===== src/rtl/key_note_ctrl.sv =====
// Debounced five-button MIDI note controller with auto-repeat, mute toggle and event strobe.
// Drives tonegen's code input and the LED display.
module key_note_ctrl #(
    parameter int unsigned DEBOUNCE_CYCLES = 250000,
    parameter int unsigned REPEAT_DELAY    = 12500000,
    parameter int unsigned REPEAT_RATE     = 2500000,
    parameter int unsigned NOTE_RESET      = 69,
    parameter int unsigned CNT_W           = 24
) (
    input  logic       clk_25m,
    input  logic       rst_n,
    input  logic       btn_up,
    input  logic       btn_down,
    input  logic       btn_right,
    input  logic       btn_left,
    input  logic       btn_center,
    output logic [6:0] code,
    output logic       mute,
    output logic       key_event
);

    typedef enum logic [1:0] {IDLE, DELAY, REPEAT} state_t;
    typedef enum logic [2:0] {K_NONE, K_CENTER, K_UP, K_DOWN, K_RIGHT, K_LEFT} key_t;

    // Bit order doubles as the low-to-high index used by press/deb.
    logic [4:0] raw;
    logic [4:0] sync1, sync2, deb, deb_d, press;
    logic [CNT_W-1:0] dcnt [5];

    assign raw   = {btn_left, btn_right, btn_down, btn_up, btn_center};
    assign press = deb & ~deb_d;

    always_ff @(posedge clk_25m or negedge rst_n) begin
        if (!rst_n) begin
            sync1 <= '0;
            sync2 <= '0;
            deb   <= '0;
            deb_d <= '0;
            for (int unsigned i = 0; i < 5; i++) dcnt[i] <= '0;
        end else begin
            sync1 <= raw;
            sync2 <= sync1;
            deb_d <= deb;
            for (int unsigned i = 0; i < 5; i++) begin
                if (sync2[i] == deb[i]) begin
                    dcnt[i] <= '0;
                end else if (dcnt[i] == CNT_W'(DEBOUNCE_CYCLES - 1)) begin
                    deb[i]  <= ~deb[i];
                    dcnt[i] <= '0;
                end else begin
                    dcnt[i] <= dcnt[i] + CNT_W'(1);
                end
            end
        end
    end

    function automatic key_t pick_dir(input logic [4:0] p);
        if (p[1])      return K_UP;
        else if (p[2]) return K_DOWN;
        else if (p[3]) return K_RIGHT;
        else if (p[4]) return K_LEFT;
        else           return K_NONE;
    endfunction

    function automatic logic key_held(input key_t k, input logic [4:0] d);
        case (k)
            K_UP:    return d[1];
            K_DOWN:  return d[2];
            K_RIGHT: return d[3];
            K_LEFT:  return d[4];
            default: return 1'b0;
        endcase
    endfunction

    state_t state, state_nxt;
    key_t   held, held_nxt, act, dir;
    logic [CNT_W-1:0] rcnt, rcnt_nxt;
    logic   expire;

    always_comb begin
        state_nxt = state;
        held_nxt  = held;
        rcnt_nxt  = rcnt;
        act       = K_NONE;
        dir       = pick_dir(press);
        expire    = (state == DELAY) ? (rcnt == CNT_W'(REPEAT_DELAY - 1))
                                     : (rcnt == CNT_W'(REPEAT_RATE - 1));
        case (state)
            IDLE: begin
                if (press[0]) begin
                    act = K_CENTER;
                end else if (dir != K_NONE) begin
                    act       = dir;
                    held_nxt  = dir;
                    rcnt_nxt  = '0;
                    state_nxt = DELAY;
                end
            end
            default: begin
                if (!key_held(held, deb)) begin
                    rcnt_nxt  = '0;
                    state_nxt = IDLE;
                end else if (press[0]) begin
                    // Holding rcnt at its terminal value defers an expiring repeat by one cycle.
                    act = K_CENTER;
                    if (!expire) rcnt_nxt = rcnt + CNT_W'(1);
                end else if (dir != K_NONE) begin
                    act       = dir;
                    held_nxt  = dir;
                    rcnt_nxt  = '0;
                    state_nxt = DELAY;
                end else if (expire) begin
                    act       = held;
                    rcnt_nxt  = '0;
                    state_nxt = REPEAT;
                end else begin
                    rcnt_nxt = rcnt + CNT_W'(1);
                end
            end
        endcase
    end

    always_ff @(posedge clk_25m or negedge rst_n) begin
        if (!rst_n) begin
            state     <= IDLE;
            held      <= K_NONE;
            rcnt      <= '0;
            code      <= 7'(NOTE_RESET);
            mute      <= 1'b0;
            key_event <= 1'b0;
        end else begin
            state     <= state_nxt;
            held      <= held_nxt;
            rcnt      <= rcnt_nxt;
            key_event <= (act != K_NONE);
            case (act)
                K_CENTER: mute <= ~mute;
                K_UP:     code <= (code == 7'd127) ? 7'd127 : code + 7'd1;
                K_DOWN:   code <= (code == 7'd0)   ? 7'd0   : code - 7'd1;
                K_RIGHT:  code <= (code > 7'd115)  ? 7'd127 : code + 7'd12;
                K_LEFT:   code <= (code < 7'd12)   ? 7'd0   : code - 7'd12;
                default: ;
            endcase
        end
    end

endmodule


===== config.mk =====
export PLATFORM = sky130hd
export DESIGN_NAME = key_note_ctrl
export DESIGN_NICKNAME = d
export VERILOG_FILES = /design/src/rtl/key_note_ctrl.sv
export SDC_FILE = /design/constraint.sdc
export NUM_CORES = 1
export LEC_CHECK = 0
export BUFFER_PORTS_ARGS = -buffer_cell sky130_fd_sc_hd__clkbuf_2
export CORE_MARGIN = 5
export CORE_UTILIZATION = 40
export CTS_BUF_LIST = sky130_fd_sc_hd__clkbuf_4 sky130_fd_sc_hd__clkbuf_8 sky130_fd_sc_hd__clkbuf_16
export DETAILED_ROUTE_END_ITERATION = 7
export PLACE_DENSITY = 0.51
export SLEW_MARGIN = 30
export SYNTH_ARGS = -nofsm -noshare
export SYNTH_HDL_FRONTEND = slang
export SYNTH_SLANG_ARGS = --single-unit

===== constraint.sdc =====
create_clock -name clk_25m -period 6.38 [get_ports clk_25m]
set_clock_uncertainty 0.15 [all_clocks]
set_input_delay 1.276 -clock clk_25m [delete_from_list [all_inputs] [get_ports clk_25m]]
set_output_delay 1.276 -clock clk_25m [all_outputs]
set_load 0.005 [all_outputs]

==> results.ini, run 1 <==
[outcome]
status = complete, no violations

[synth]
netlist_instances = 983
synth_ff_type = dfrtp_1
ys_seq_area_share_pct = 48.4
netlist_area_um2 = 9210
ys_seq_elements = 178
synth.distinct_cells = 66
synthesis.nets = 1001
avgSynthCellArea_um2 = 9.37
synth_edf_count = 0
yosysWarnings = 0
async_flop_share_pct = 100

[clock_tree]
clk_latency_ps = 430
cts_buffers = 17
cts-htree-levels = 4
clock_path_buffers = 2
cts.sinks = 178
cts_root_buf = clkbuf_16
cts_tree = yes
post_cts_buffers = 0
cts_resized = 0
clkSlewWorstSetupHoldPaths_ps = 70
cts_hold_buffers = 0

[detailed_routing]
viasPerCell = 5.32
num_vias = 6829
ant_nets = 0
drt_first_pass_iters = 4
route.detailed.drc = 0
drtIter0Drc = 425
wl_per_cell_um = 14.8
wl_um = 19000

[floorplan]
die_y_um = 162
die_area_um2 = 26200
core_um2 = 22600
io_pins = 16
dieWidth_um = 162
rows = 55
start_util_pct = 40.7

[job]
maxCapViolCount = 0

[global_routing]
grt_pass1_vias = 6487
antenna_found_initial = 0
grt_max_degree = 95
grt.overflow.total = 0
track_usage_pct = 15.2
grt_pass1_wl_um = 33100

[power_and_ir_drop]
power_density_nw_per_um2 = 222
vdd_ir_drop_max_mv = 0.155
power_leakage_uw = 0.00435
finalPower_uw = 2250

[timing]
postLayoutSetupSlackWorst_ps = 3400
post-route-period-util_pct = 46.7
setup_viol = 0
setup_tns_ps = 0
slew_violations = 0
fmax_mhz = 336
final-hold-violation-count = 0
slew_headroom_pct = 41.1
worst_pin_slew_ps = 883
fin_crit_ps = 2980
rsz0062_at_grt = no

[worst_setup_path]
critPathLaunchType = register
r2r-start = rcnt[0]
r2r_setup_slack_ps = 3400
reg2reg_depth = 8
end_kind = register
critPathMaxFanout = 11
worstPathArrival_ps = 3180
critical_path_class = register to register
r2r_end = code[2]
required_ps = 6580

[placed_design]
io_buffers = 15
gp_congestion = 0.814
placed_cell_area_um2 = 9530
dp_hpwl_um = 12700
dp_worst_setup_slack_ps = 3370

[min_path]
holdCritStartpoint = sync1[0]
holdCritPathClass = register to register
worst_hold_path.endpoint = sync2[0]
min_path_cells = 0

[finish]
diodes = 0
drive_above_1_share_pct = 8.02
fin_area_um2 = 10100
nets = 1003
area_delta_synth_final_pct = 9.95

## power by group
group          switching [uW]  internal, uW
Combinational            41.3          12.1
Clock                     480           568
Sequential               7.74          1140
Total                     529          1720
## worst max-delay path, stage by stage, from the launching register on
cell	delay [ps]
dfrtp_1	420
ha_1	240
and4_1	230
nand4_1	250
a21oi_1	150
o21ai_1	710
nor2_1	170
or4_1	430
nor3b_1	150
## flip-flops by register name (all words and copies together) (netlist names)
signal,flops
rcnt,24
sync2,5
code,7
sync1,5
state,2
dcnt,120
deb,5
mute,1
deb_d,5
held,3
key_event,1
## worst max-delay path by stage
stage | slack [ps] | from | cells after the start | end
4_1_cts | 3350 | rcnt[15] | 7 | code[1]
3_3_place_gp | 3440 | rcnt[19] | 7 | code[1]
5_1_grt | 3120 | rcnt[0] | 8 | code[1]
6_report | 3400 | rcnt[0] | 8 | code[2]
3_5_place_dp | 3370 | rcnt[15] | 7 | code[1]
2_1_floorplan | 3770 | deb[1] | 8 | code[1]
## area by class of cell
cell class / instances / area (um2)
fill: 2162 / 12500
clock buffer: 19 / 447
sequential: 178 / 4460
timing repair buffer: 19 / 118
multi-input combinational: 745 / 4520
inverter: 24 / 90.1
tap: 285 / 357
clock inverter: 13 / 139
## metal layers
metal | up-vias | GRT usage [%] | wire length [um]
met5 | - | 0 | 0
met4 | 0 | 3.61 | 170
met3 | 18 | 3.22 | 579
met2 | 72 | 21.9 | 8210
met1 | 3312 | 23.3 | 9990
li1 | 3427 | - | -
## synth_stat cells, drive strengths merged, types with 3 or more instances
| master | instances | area (um2) |
|---|---|---|
| nor2b | 10 | 70.1 |
| nor2 | 168 | 631 |
| clkbuf | 29 | 109 |
| dfrtp | 175 | 4380 |
| and2 | 4 | 25.0 |
| a211oi | 3 | 22.5 |
| nor4b | 9 | 78.8 |
| o211ai | 4 | 30.0 |
| a21o | 3 | 22.5 |
| xnor2 | 47 | 412 |
| nand2 | 83 | 312 |
| inv | 24 | 90.1 |
| or4 | 4 | 33.8 |
| and3 | 26 | 163 |
| nand3 | 57 | 285 |
| a21oi | 29 | 145 |
| o22ai | 6 | 37.5 |
| nor3 | 23 | 115 |
| and4 | 11 | 96.3 |
| nand4 | 33 | 206 |
| buf | 7 | 43.8 |
| o31ai | 6 | 45.0 |
| nor4 | 18 | 113 |
| o21ai | 28 | 144 |
| or3 | 15 | 93.8 |
| nand2b | 11 | 68.8 |
| dfstp | 3 | 78.8 |
| or2 | 8 | 50.1 |
| ha | 11 | 138 |
| a31oi | 4 | 25.0 |
| mux2 | 9 | 101 |
| nor4bb | 3 | 30.0 |
| nor3b | 4 | 30.0 |
| xor2 | 77 | 674 |
## per-stage QoR
| step | std cells | hold slack, ps | util [%] |
|---|---|---|---|
| finish | 1283 | 202 | 44.7 |
| global route | 1283 | 211 | 44.7 |
| CTS | 1282 | 207 | 44.7 |
| detailed placement | 1250 | 188 | 42.1 |
| global placement | 1250 | 184 | 42.1 |
| floorplan | 983 | 181 | - |
## cells by family (layout without fill, tap and decap cells)
family	after synthesis	after routing	synth area share (%)
buf+inv	60	75	2.63
fa+ha+maj	11	11	1.49
mux	9	9	1.10
compound gates	105	105	7.58
flops	178	178	48.4
simple gates	496	496	27.0
xor+xnor	124	124	11.8
## layout by cell type, fill, tap and decap left out, types with 5 or more instances in the layout
cell       instances
clkbuf_2          14
nand2b_1          10
dfrtp_1          175
o22ai_1            6
nor3_1            23
nand4_1           33
and4_1            11
clkbuf_16         17
nor2b_1            9
nand3_1           57
xor2_1            77
and3_1            26
nor4b_1            9
inv_6              5
a21oi_1           29
nand2_1           83
nor2_1           168
or2_2              5
ha_1              11
or3_1             15
inv_1             24
xnor2_1           47
o21ai_0           24
o31ai_1            6
nor4_1            18
mux2_2             9
No activity file was read; power rests on OpenSTA's default activity.
==> run 2: changes to the inputs <==
- ABC_AREA: not set -> 1
- PLACE_DENSITY: 0.51 -> 0.53
- clock period: 6.38 -> 2.46 ns (I/O delays scaled with it)
==> run 2 against run 1 <==
Compared with the run above: hold slack lost 180 ps; sequential cell count is the same; sequential power grew to 2.6 times the previous value; combinational power grew to 3.1 times the previous value; register-to-register slack lost 3200 ps; design area grew 10%; die area grew 5.7%; worst setup slack lost 3200 ps; global-route usage grew 0.88 points; routed wire length grew 14%; first-iteration DRC count grew 26%; critical path type unchanged; largest cell class unchanged.
==> results.ini, run 2 <==
[timing]
slew_headroom_pct = 70.4
setup_viol = 0
fmax_mhz = 439
post-route-period-util_pct = 92.6
slew_violations = 0
worst_pin_slew_ps = 440
rsz0062_at_grt = yes
fin_crit_ps = 2280
final-hold-violation-count = 0
whs_ps = 17.6
setup_tns_ps = 0

[worst_setup_path]
critPathLaunch = deb[1]
r2r_setup_slack_ps = 180
required_ps = 2620
r2r-start = deb[1]
worstPathArrival_ps = 2440
critical_path_class = register to register
reg2reg_depth = 15
crit_path_end = code[3]
end_kind = register
critPathLaunchType = register
critPathMaxFanout = 9
r2r_end = code[3]

[clock_tree]
clock_path_buffers = 2
cts-htree-levels = 4
clk_latency_ps = 430
cts_buffers = 17
cts.sinks = 178
cts_tree = yes
cts_root_buf = clkbuf_16
clkSlewWorstSetupHoldPaths_ps = 70

[synth]
ys_seq_area_share_pct = 45.6
avgSynthCellArea_um2 = 7.78
synthXorXnorAreaFrac_pct = 4.48
synth_common_cells = nand2_1, inv_1, dfrtp_1
synth_top_family_by_area = simple AND/OR/NAND/NOR gates
synth_compound_gate_area_share_pct = 8.65
yosys.area.top_type = dfrtp_1
synth_most_common_cell = nand2_1
synth_ff_type = dfrtp_1
synth_edf_count = 0
netlist_instances = 1257
yosysWarnings = 0
synth.distinct_cells = 52
synthesis.nets = 1275
ys_top_cells_by_area = dfrtp_1, nand2_1, inv_1
yosys.area_share.simple_pct = 31.1
synthAdderAreaFrac_pct = 1.41
synthMuxAreaShare_pct = 0.576
synth_top_area_share_pct = 44.8
async_flop_share_pct = 100
netlist_area_um2 = 9780
ys_seq_elements = 178

[floorplan]
die_y_um = 166
start_util_pct = 40.4
die_area_um2 = 27700
rows = 57
dieWidth_um = 166
core_um2 = 24200
io_pins = 16

[detailed_routing]
drt_first_pass_iters = 6
wl_per_cell_um = 13.1
wl_um = 21700
num_vias = 8149
route.detailed.drc = 0
drtIter0Drc = 534
viasPerCell = 4.94
ant_nets = 0

[power_and_ir_drop]
power_density_nw_per_um2 = 532
finalPower_uw = 5930
power_leakage_uw = 0.00529
vdd_ir_drop_max_mv = 0.302

[placed_design]
dp_cells = 1612
io_buffers = 15
gp_congestion = 0.900
dp_hpwl_um = 15800
placed_cell_area_um2 = 10400

[outcome]
status = complete, no violations

[min_path]
holdCritPathClass = primary input to register

[finish]
top_regs = dcnt x120, rcnt x24, code x7
ff_latch_area_um2 = 4460
final_cell_mix = nand2_1, inv_1, dfrtp_1
drive_above_1_share_pct = 11.0
area_delta_synth_final_pct = 14.0
diodes = 0
largest_reg_flops = 120
nets = 1330
fin_area_um2 = 11100
finalNonFillerCells = 1649
n_fill_cell = 2405
top_register = dcnt
final_common_cell = nand2_1
multi_input_area_um2 = 4570

[global_routing]
grt.overflow.total = 0
grt_max_degree = 50
antenna_found_initial = 0
grt_pass1_vias = 7926
grt_pass1_wl_um = 37900
track_usage_pct = 16.1

[job]
maxCapViolCount = 0

==> run 2: worst min-delay path by stage <==
| stage | depth (start not counted) | end | startpoint |
|---|---|---|---|
| 2_1_floorplan | 0 | code[1] | rst_n |
| 6_report | 1 | sync1[2] | btn_down |
| 5_1_grt | 1 | sync1[0] | btn_center |
| 4_1_cts | 1 | sync1[0] | btn_center |
| 3_5_place_dp | 0 | sync2[3] | sync1[3] |
| 3_3_place_gp | 0 | sync2[3] | sync1[3] |
==> run 2: logic make-up after synthesis <==
logic type	after synthesis
and+or+nand+nor	665
muxes	5
buffers and inverters	207
xor gates and xnor gates	50
adders and majority gates	11
AOI/OAI and AO/OA	141
DFF	178
==> run 2: worst max-delay path, cell delays in order, from the launching register on <==
cell and delay [ps]:
dfrtp_1 430, inv_1 90, or2_1 110, nand2_1 90, inv_2 100, nand2_2 100, nor2_1 110, nand3_1 150
nand2_2 140, nand2_2 150, nor2_4 180, nor2_2 90, inv_2 70, nand3_1 80, nand2_1 70, nand2_1 50
==> run 2: layout make-up <==
class / count / area share, %
sequential: 178 / 40.0
tap: 324 / 3.64
inverter: 195 / 6.61
clock inverter: 10 / 1.08
multi-input combinational: 873 / 41.0
timing repair buffer: 47 / 3.29
clock buffer: 22 / 4.38
==> run 2: stage by stage <==
step | util, % | setup slack, ps
after floorplan | - | 316
after global placement | 43.2 | 133
after detailed placement | 43.2 | 159
after CTS | 45.7 | 138
after global routing | 46.1 | -14.0
final | 46.1 | 181
==> run 2: timing repair <==
item / 4_1_cts / 5_1_grt
hold buffers: 1 / 1
resized for setup: 0 / 13
endpoints found under the setup margin: 0 / 16
hold endpoints to repair: 45 / 1
setup buffers: 0 / 2
==> run 2: layer usage <==
metal  GRT usage [%]  part of all wire [%]  vias up
li1                -                     -     4220
met1            23.4                    50     3774
met2            25.3                    45      139
met3            2.50                   3.4       16
met4            4.06                   1.1        0
met5               0                     0        -
==> run 2: report_power, final <==
| group | leakage (uW) | internal [uW] | switching, uW |
|---|---|---|---|
| Clock | 0.000297 | 1630 | 1160 |
| Combinational | 0.00255 | 48.4 | 120 |
| Sequential | 0.00244 | 2950 | 18.9 |
| Total | 0.00529 | 4630 | 1300 |
